`src/rtl/alu_sequencer_pkg.sv`:
```
// Shared definitions for the ALU command sequencer: opcode encodings, FSM state
// type and a small opcode classifier. Imported by alu_sequencer and alu_cmd_fifo.
package alu_sequencer_pkg;

  localparam int unsigned OpW = 4;

  localparam logic [OpW-1:0] OP_LOAD = 4'd0;
  localparam logic [OpW-1:0] OP_ADD  = 4'd1;
  localparam logic [OpW-1:0] OP_SUB  = 4'd2;
  localparam logic [OpW-1:0] OP_MUL  = 4'd3;
  localparam logic [OpW-1:0] OP_DIV  = 4'd4;
  localparam logic [OpW-1:0] OP_INV  = 4'd5;

  typedef enum logic [1:0] {
    StIdle,
    StFetch,
    StIssue,
    StWait
  } seq_state_e;

  // Opcodes that need an ALU round trip; LOAD and 6..15 retire in FETCH.
  function automatic logic is_alu_op(input logic [OpW-1:0] op);
    return (op >= OP_ADD) && (op <= OP_INV);
  endfunction

endpackage

```
`src/rtl/alu_cmd_fifo.sv`:
```
// Command buffer for the ALU sequencer.
//  clock, reset_n : rising-edge clock, synchronous active-low reset
//  flush          : synchronous clear of all entries (wins over push)
//  push / wdata   : write one entry; accepted when not full or when popping
//  pop / rdata    : rdata shows the head entry; pop removes it
//  full, empty    : occupancy flags
//  count          : number of stored entries
// DEPTH must be a power of two so the pointers wrap naturally.
module alu_cmd_fifo #(
  parameter int unsigned WIDTH = 20,
  parameter int unsigned DEPTH = 4
) (
  input  logic                     clock,
  input  logic                     reset_n,
  input  logic                     flush,
  input  logic                     push,
  input  logic                     pop,
  input  logic [WIDTH-1:0]         wdata,
  output logic [WIDTH-1:0]         rdata,
  output logic                     full,
  output logic                     empty,
  output logic [$clog2(DEPTH):0]   count
);

  localparam int unsigned PtrW = $clog2(DEPTH);
  localparam logic [PtrW:0] FullCount = DEPTH[PtrW:0];

  logic [WIDTH-1:0] mem_q [DEPTH];
  logic [PtrW-1:0]  wptr_q;
  logic [PtrW-1:0]  rptr_q;
  logic [PtrW:0]    count_q;
  logic [PtrW:0]    count_d;
  logic             push_en;
  logic             pop_en;

  assign full    = (count_q == FullCount);
  assign empty   = (count_q == '0);
  assign pop_en  = pop & ~empty;
  // A full buffer still takes a write when the head leaves in the same cycle.
  assign push_en = push & (~full | pop_en);

  always_comb begin
    count_d = count_q;
    case ({push_en, pop_en})
      2'b10:   count_d = count_q + 1'b1;
      2'b01:   count_d = count_q - 1'b1;
      default: count_d = count_q;
    endcase
  end

  always_ff @(posedge clock) begin
    if (!reset_n || flush) begin
      wptr_q  <= '0;
      rptr_q  <= '0;
      count_q <= '0;
    end else begin
      if (push_en) wptr_q <= wptr_q + 1'b1;
      if (pop_en)  rptr_q <= rptr_q + 1'b1;
      count_q <= count_d;
    end
  end

  always_ff @(posedge clock) begin
    if (push_en) mem_q[wptr_q] <= wdata;
  end

  assign rdata = mem_q[rptr_q];
  assign count = count_q;

endmodule

```
`src/rtl/alu_sequencer.sv`:
```
// Command-stream initiator for the ALU. Buffers (opcode, operand) pairs, issues
// them to the ALU one at a time and keeps the running accumulator, writing each
// ALU result back as the accumulator seen by the next command.
//  clock, reset_n           : rising-edge clock, synchronous active-low reset
//  cmd_valid/cmd_ready      : front-end handshake, cmd_op + cmd_operand payload
//  alu_enable               : one-cycle ALU strobe (ISSUE state only)
//  alu_cmd/alu_acc/alu_operand : ALU inputs, held from ISSUE through WAIT
//  alu_out                  : ALU result, valid ALU_LAT clocks after alu_enable
//  acc                      : architectural accumulator
//  done                     : one-cycle pulse per retired command, aligned with
//                             the cycle in which acc already shows its result
//  busy                     : commands buffered or FSM not idle
//  div_err (optional)       : sticky divide-by-zero flag
// Build option: define ALU_SEQ_DIVZERO_TRAP_EN to trap DIV by zero instead of
// issuing it; the trap flushes the buffer, keeps acc and sets div_err.
module alu_sequencer
  import alu_sequencer_pkg::*;
#(
  parameter int unsigned WIDTH      = 16,
  parameter int unsigned FIFO_DEPTH = 4,
  parameter int unsigned ALU_LAT    = 1
) (
  input  logic             clock,
  input  logic             reset_n,
  input  logic             cmd_valid,
  output logic             cmd_ready,
  input  logic [3:0]       cmd_op,
  input  logic [WIDTH-1:0] cmd_operand,
  output logic             alu_enable,
  output logic [3:0]       alu_cmd,
  output logic [WIDTH-1:0] alu_acc,
  output logic [WIDTH-1:0] alu_operand,
  input  logic [WIDTH-1:0] alu_out,
  output logic [WIDTH-1:0] acc,
  output logic             done,
  output logic             busy
`ifdef ALU_SEQ_DIVZERO_TRAP_EN
  ,
  output logic             div_err
`endif
);

  localparam int unsigned FifoCntW = $clog2(FIFO_DEPTH) + 1;
  localparam logic [2:0]  LastCnt  = 3'(ALU_LAT - 1);

  seq_state_e        state_q, state_d;
  logic [3:0]        cmd_q, cmd_d;
  logic [WIDTH-1:0]  operand_q, operand_d;
  logic [WIDTH-1:0]  acc_q, acc_d;
  logic [2:0]        cnt_q, cnt_d;
  logic              done_q, done_d;

  logic                 fifo_push;
  logic                 fifo_pop;
  logic                 fifo_flush;
  logic                 fifo_full;
  logic                 fifo_empty;
  logic [FifoCntW-1:0]  fifo_count;
  logic [WIDTH+3:0]     fifo_rdata;
  logic [3:0]           head_op;
  logic [WIDTH-1:0]     head_operand;
  logic                 more_after_pop;
  logic                 div_trap;

  assign cmd_ready    = ~fifo_full;
  assign fifo_push    = cmd_valid & cmd_ready;
  assign head_op      = fifo_rdata[WIDTH+3:WIDTH];
  assign head_operand = fifo_rdata[WIDTH-1:0];
  // Something is still queued once the head leaves (including this cycle's push).
  assign more_after_pop = (fifo_count > FifoCntW'(1)) | fifo_push;

`ifdef ALU_SEQ_DIVZERO_TRAP_EN
  assign div_trap = (head_op == OP_DIV) && (head_operand == '0);
`else
  assign div_trap = 1'b0;
`endif

  alu_cmd_fifo #(
    .WIDTH (WIDTH + 4),
    .DEPTH (FIFO_DEPTH)
  ) u_fifo (
    .clock   (clock),
    .reset_n (reset_n),
    .flush   (fifo_flush),
    .push    (fifo_push),
    .pop     (fifo_pop),
    .wdata   ({cmd_op, cmd_operand}),
    .rdata   (fifo_rdata),
    .full    (fifo_full),
    .empty   (fifo_empty),
    .count   (fifo_count)
  );

  always_comb begin
    state_d    = state_q;
    cmd_d      = cmd_q;
    operand_d  = operand_q;
    acc_d      = acc_q;
    cnt_d      = cnt_q;
    done_d     = 1'b0;
    fifo_pop   = 1'b0;
    fifo_flush = 1'b0;

    unique case (state_q)
      StIdle: begin
        if (!fifo_empty) state_d = StFetch;
      end
      StFetch: begin
        fifo_pop  = 1'b1;
        cmd_d     = head_op;
        operand_d = head_operand;
        if (div_trap) begin
          fifo_flush = 1'b1;
          done_d     = 1'b1;
          state_d    = StIdle;
        end else if (is_alu_op(head_op)) begin
          state_d = StIssue;
        end else begin
          if (head_op == OP_LOAD) acc_d = head_operand;
          done_d  = 1'b1;
          state_d = more_after_pop ? StFetch : StIdle;
        end
      end
      StIssue: begin
        cnt_d   = '0;
        state_d = StWait;
      end
      StWait: begin
        if (cnt_q == LastCnt) begin
          acc_d   = alu_out;
          done_d  = 1'b1;
          state_d = (!fifo_empty || fifo_push) ? StFetch : StIdle;
        end else begin
          cnt_d = cnt_q + 1'b1;
        end
      end
      default: state_d = StIdle;
    endcase
  end

  always_ff @(posedge clock) begin
    if (!reset_n) begin
      state_q   <= StIdle;
      cmd_q     <= '0;
      operand_q <= '0;
      acc_q     <= '0;
      cnt_q     <= '0;
      done_q    <= 1'b0;
    end else begin
      state_q   <= state_d;
      cmd_q     <= cmd_d;
      operand_q <= operand_d;
      acc_q     <= acc_d;
      cnt_q     <= cnt_d;
      done_q    <= done_d;
    end
  end

`ifdef ALU_SEQ_DIVZERO_TRAP_EN
  logic div_err_q;

  always_ff @(posedge clock) begin
    if (!reset_n) begin
      div_err_q <= 1'b0;
    end else if ((state_q == StFetch) && div_trap) begin
      div_err_q <= 1'b1;
    end
  end

  assign div_err = div_err_q;
`endif

  // ALU inputs come straight from registers, so they cannot move between
  // ISSUE and the retiring WAIT cycle.
  assign alu_enable  = (state_q == StIssue);
  assign alu_cmd     = cmd_q;
  assign alu_acc     = acc_q;
  assign alu_operand = operand_q;
  assign acc         = acc_q;
  assign done        = done_q;
  assign busy        = ~fifo_empty | (state_q != StIdle);

endmodule

```
`config.mk`:
```
export PLATFORM = sky130hd
export DESIGN_NAME = alu_sequencer
export DESIGN_NICKNAME = d
export VERILOG_FILES = /design/src/rtl/alu_sequencer_pkg.sv /design/src/rtl/alu_cmd_fifo.sv /design/src/rtl/alu_sequencer.sv
export SDC_FILE = /design/constraint.sdc
export NUM_CORES = 1
export LEC_CHECK = 0
export ABC_CLOCK_PERIOD_IN_PS = 2550
export CORE_MARGIN = 1.5
export CORE_UTILIZATION = 47
export DETAILED_ROUTE_END_ITERATION = 16
export PLACE_DENSITY_LB_ADDON = 0.25
export SLEW_MARGIN = 40
export SYNTH_ARGS = -nofsm -noshare
export SYNTH_HDL_FRONTEND = slang
export SYNTH_HIERARCHICAL = 1
export SYNTH_SLANG_ARGS = --single-unit
```
`constraint.sdc`:
```
create_clock -name clock -period 2.55 [get_ports clock]
set_input_delay 0.3825 -clock clock [delete_from_list [all_inputs] [get_ports clock]]
set_output_delay 0.3825 -clock clock [all_outputs]
set_load 0.005 [all_outputs]
```
Word level (Yosys, flattened, before mapping)
Memories as Yosys holds them, arrays and structs flattened. A register that Yosys moved wholly into a read port is not among the register bits.
Index checks and enable logic that the tools add are counted.
{"block": "word_totals", "in_bits": 39, "word_cells": 72, "out_inout_bits": 56, "memories": 1, "mem_bits_rw": 80, "register_bits": 49}
{"block": "classes", "n_reduce_logical": 14, "n_mux": 21, "bitwise_logic": 8, "n_lt_le_gt_ge": 3, "n_eq_ne": 11, "addsub": 5}
{"name": "u_fifo.mem_q", "depth": 4, "word_bits": 20, "rd": 1, "rd_ports_with_merged_regs": 1, "wr": 1, "line": "alu_cmd_fifo.sv:28", "source": "logic [WIDTH-1:0] mem_q [DEPTH];"}
{"operator": "2-to-1 mux 16 bit", "n": 3}
{"operator": "case mux 16 bit (2 select lines)", "n": 1}
{"operator": "case mux 3 bit (2 select lines)", "n": 2}
{"operator": "2-to-1 mux 2 bit", "n": 5}
{"operator": "inequality test 2 bit (second input constant)", "n": 5}
{"operator": "case mux 2 bit (4 select lines)", "n": 1}
{"operator": "nonzero test 2 bit", "n": 4}
{"operator": "2-to-1 mux 1 bit", "n": 7}
{"operator": "adder 3 x 1 -> 3 bit (second input constant)", "n": 2}
{"operator": "== test 2 bit (second input constant)", "n": 3}
{"operator": "zero test 3 bit", "n": 2}
{"operator": "adder 2 x 1 -> 2 bit (second input constant)", "n": 2}
{"operator": "== test 2 x 1 -> 1 bit (second input constant)", "n": 2}
{"operator": ">= comparator 4 x 1 -> 1 bit (second input constant)", "n": 1}
{"operator": "<= comparator 4 x 3 -> 1 bit (second input constant)", "n": 1}
{"operator": "zero test 4 bit", "n": 1}
{"operator": "AND reduction 2 bit", "n": 2}
{"operator": "AND reduction 4 bit", "n": 1}
{"operator": "bitwise AND 1 bit", "n": 3}
{"operator": "== test 3 bit (second input constant)", "n": 1}
{"operator": "> comparator 3 x 1 -> 1 bit (second input constant)", "n": 1}
{"operator": "2-to-1 mux 3 bit", "n": 1}
{"operator": "OR 1 bit", "n": 3}
{"operator": "subtractor 3 x 1 -> 3 bit (second input constant)", "n": 1}
{"operator": "6 further kinds", "n": 7}

Depth between registers and ports, before layout
Gate-level depths: netlist (run 1).
{"block": "depth", "depth_word": 7, "ltp_mapped": 14}

Cells and area by module
Netlist (run 1), hierarchy kept.
{"module": "alu_cmd_fifo", "n_inst": 1, "seq_area_each_um2": 2582.5, "cells_per_inst": 159, "area_each_um2": 3378.2}
{"module": "alu_sequencer", "n_inst": 1, "seq_area_each_um2": 840.8, "cells_per_inst": 225, "area_each_um2": 2053.2}

Worst setup path after synthesis (run 1)
OpenSTA, ideal clock, no wires.
{"block": "synth_timing", "path_kind": "register -> register", "start": "register (tool-made name)", "end": "register u_fifo.count_q[2] (netlist: u_fifo/count[2])", "path_stages_with_launch": 15, "t_required_ns": 2.480, "t_arrival_ns": 2.757, "n_path_buf": 3, "setup_ns": 0.070, "path_slack_ns": -0.278, "path_cell_list": "dfxtp_1 -> buf_6 -> nand2b_1 -> inv_1 -> buf_2 -> or4b_4 -> buf_6 -> and2_4 -> inv_1 -> ha_1 -> inv_1 -> fa_1 -> xor2_1 -> or3_1 -> a21oi_1"}
{"item": "to (signal assigned)", "line": "alu_cmd_fifo.sv:59", "source": "count_q <= count_d;"}
{"item": "to (decl)", "line": "alu_cmd_fifo.sv:31", "source": "logic [PtrW:0] count_q;"}

==> results of run 1 <==
state kept, by name (all words and copies together), names as in the netlist, named ones only:
signal / cells
u_fifo/mem_q: 80
u_fifo/count: 3
acc: 16
state_q: 1
u_fifo/wptr_q: 2
alu_operand: 16
done: 1
cnt_q: 3
alu_cmd: 4
u_fifo/rptr_q: 2
metrics by stage:
step / area (um2) / util (%) / total power, W / worst slack, ns / hold WS [ns]
global route: 7040 / 62.2 / 0.00533 / -0.0186 / 0.485
global placement: 6440 / 56.9 / 0.00281 / 0.163 / 0.445
finish: 7040 / 62.2 / 0.00516 / 0.0676 / 0.460
CTS: 7030 / 62.1 / 0.00519 / 0.0644 / 0.458
detailed placement: 6440 / 56.9 / 0.00282 / 0.0285 / 0.450
floorplan: 5470 / - / 0.00260 / -0.123 / 0.453
cells in the final DEF, fill, tap and decap left out, types with 6 or more instances in the layout:
master,instances
buf_4,13
nand2_1,44
edfxtp_1,80
a211oi_1,22
a21oi_1,28
nor2_1,6
mux2i_1,16
inv_1,10
clkinvlp_4,7
a211oi_2,10
dfxtp_1,50
o21ai_0,8
ha_1,6
clkdlybuf4s50_1,94
clkbuf_16,17
mux4_2,20
worst min path at each step:
stage,cells past startpoint,end,startpoint,slack (ns)
after global placement,2,alu_cmd[0]$_SDFFE_PN0P_,alu_cmd[0]$_SDFFE_PN0P_,0.44
after CTS,2,alu_operand[10]$_SDFFE_PN0P_,alu_operand[10]$_SDFFE_PN0P_,0.46
after floorplan,2,alu_cmd[0]$_SDFFE_PN0P_,alu_cmd[0]$_SDFFE_PN0P_,0.45
after global routing,2,alu_operand[1]$_SDFFE_PN0P_,alu_operand[1]$_SDFFE_PN0P_,0.49
final,2,alu_operand[4]$_SDFFE_PN0P_,alu_operand[4]$_SDFFE_PN0P_,0.46
after detailed placement,2,alu_operand[10]$_SDFFE_PN0P_,alu_operand[10]$_SDFFE_PN0P_,0.45
kinds of logic (layout without fill, tap and decap cells):
group | count (synthesis) | after routing
simple gates | 80 | 80
fa+ha+maj | 8 | 8
buf+inv | 50 | 153
flops | 131 | 131
other cells | 1 | 2
mux | 36 | 36
xor+xnor | 2 | 2
compound gates | 76 | 76
power groups by stage:
stage / Sequential (W) / Combinational, W / Clock (W)
floorplan: 0.00239 / 0.000215 / 0
global placement: 0.00239 / 0.000415 / 0
detailed placement: 0.00239 / 0.000422 / 0
CTS: 0.00235 / 0.000426 / 0.00242
global route: 0.00236 / 0.000460 / 0.00252
finish: 0.00235 / 0.000424 / 0.00239
metal layers:
layer / share of wire [%] / vias up / routed length (um)
met1: 46 / 1684 / 5280
met2: 48 / 102 / 5550
li1: - / 1603 / -
met3: 4.4 / 9 / 511
met4: 1.2 / 0 / 141
met5: 0 / - / 0
repair_timing:
| action | 4_1_cts | 5_1_grt |
|---|---|---|
| endpoints found under the setup margin | 0 | 1 |
| hold buffers | 0 | 0 |
| setup buffers | 0 | 0 |
| resized for setup | 0 | 2 |
synth_stat cells (7+ instances only):
cell / count
mux4_2: 20
a211oi_2: 10
o21ai_0: 8
mux2i_1: 16
edfxtp_1: 80
a211oi_1: 22
clkbuf_1: 9
dfxtp_1: 51
inv_1: 13
a21oi_1: 29
buf_4: 17
nand2_1: 44
ha_1: 7
worst min-delay path, stage by stage (launching register included):
cell	delay [ns]
dfxtp_1	0.31
nand2_1	0.05
a21oi_1	0.06
layout make-up:
cell class,instances,area [um2]
clock buffers,17,425
clock inverters,15,166
fillers,910,4280
inverters,13,51.3
multi-input cells,204,1740
flip-flops and latches,131,3420
well taps,143,179
repair buffers,108,1060
==> qor.yml, run 1 <==
logic_synthesis:
  ys_types: 46
  syn-instance-count: 384
  netlist.area_leader.share_pct: 44.2
  synth_area_um2: 5430
  ys_warn_count: 6
  synth_top_family_by_area: "multiplexers"
  synth.top_cells.by_area: "edfxtp_1 44%, dfxtp_1 19%, mux4_2 8.3%, a211oi_1 3.0%, nand2_1 3.0%"
  avgSynthCellArea_um2: 14.1
  synthFlopType: "edfxtp_1"
  muxShareOfSynthArea_pct: 11.2
  synth_xor_area_share_pct: 0.323
  synthAdderAreaFrac_pct: 1.98
  synth_top_area_cell: "edfxtp_1"
  ys_seq_area_share_pct: 63.0
  synthArstFlopShare_pct: 0
  synthSimpleGateAreaFrac_pct: 7.76
  synth_edf_count: 80
  synth_compound_area_share_pct: 10.0
  ys_seq_elements: 131
sta:
  rsz0062_at_grt: "yes"
  finalHoldViolCount: 0
  worst_pin_slew_ns: 0.563
  post-route-period-util_pct: 97.3
  final_max_slew_viol_count: 0
  slew_headroom_pct: 62.5
  setup_viol_count_final: 0
  fmax_mhz: 403
  setup_tns_ns: 0
  fin_crit_ns: 2.48
  fin_skew_ns: 0.00512
critical_path:
  reg2reg_to: "u_fifo/count[2]$_SDFFE_PP0P_"
  r2r_slack_ns: 0.07
  max_stage_delay_ns: 0.53
  cp_slowest_cell: "or4b_4"
  setup.worst_path.end: "u_fifo/count[2]$_SDFFE_PP0P_"
  crit_required_ns: 2.89
  r2r_cells: 11
  cp_num_buf_inv: 3
  crit_chain: "nand2b_4 > inv_2 > or4b_4 > and2_4 > inv_4 > ha_4 > inv_2 > fa_2 > xor2_1 > or3_1 > a21oi_2"
  worstPathArrival_ns: 2.82
  cp_num_cells: 11
  critical_path_class: "reg -> reg"
  crit_path_end_kind: "flop"
  cp_max_fo: 8
  start_kind: "flop"
  critical_path.most_common_cell: "inv_2"
  crit_family: "simple AND/OR/NAND/NOR gates"
clock_network:
  root_buffer: "clkbuf_16"
  clkTransAtPathRegs_ns: 0.06
  cts_buffers: 17
  cts_buffer_depth: 2
  h-tree-depth: 4
  cts_tree: "done"
  clock_latency_ns: 0.41
  clkSinkCount: 131
run:
  drv_cap: 0
global_routing:
  grt_pass1_wl_um: 18400
  use_met1_pct: 25.9
  gr-usage-all-layers_pct: 19.6
  antenna_found_initial: 0
  top_usage_layer: "met2"
  grt_use_met2_pct: 31.8
  grt_pass1_vias: 3549
  grt_overflow: 0
  grt_max_degree: 27
  gr-usage-met3_pct: 4.61
power_and_ir_drop:
  switching_share_pct: 21.4
  p_sw_w: 0.00111
  vdd_drop_max_mv: 0.537
  seqPwrFrac_pct: 45.5
  p_clk_share_pct: 46.3
  power_density_nw_per_um2: 733
  combPwrFrac_pct: 8.2
  leakagePower_nw: 2.41
  p_int_w: 0.00406
route:
  wl_per_cell_um: 18.2
  drt_iter0_drc: 167
  post_drt_via_cell_ratio: 5.39
  drc_errors: 0
  firstDrtPassIters: 4
  wl_um: 11500
  ant_nets: 0
  dr_total_vias: 3398
final_layout:
  drive_above_1_share_pct: 18.9
  fin_cells: 631
  area_growth_syn_to_layout_pct: 29.6
  n_antenna_cell: 0
  fin_nets: 522
placement:
  io_buffers: 94
  dp.final_hpwl_um: 7720
  placed_cells: 599
  gp_congestion: 0.772
floorplan:
  start_util_pct: 48.0
  die_y_um: 111
  core_area_um2: 11300
  io_pins: 95
  dieArea_um2: 12200
  die_x_um: 111
  rows: 39
min_path:
  min_path_type: "reg -> reg"
status:
  outcome: "finished, final reports clean"
Power figures use the tool's default switching activity.
==> run 2: changes to the inputs <==
--- a/config.mk
+++ b/config.mk
@@ -10,7 +10,7 @@
 export CORE_UTILIZATION = 47
 export DETAILED_ROUTE_END_ITERATION = 16
 export PLACE_DENSITY_LB_ADDON = 0.25
-export SLEW_MARGIN = 40
+export SLEW_MARGIN = 5
 export SYNTH_ARGS = -nofsm -noshare
 export SYNTH_HDL_FRONTEND = slang
 export SYNTH_HIERARCHICAL = 1
==> results of run 2 <==
The final DEF is identical to that of run 1; final timing and power are the same.
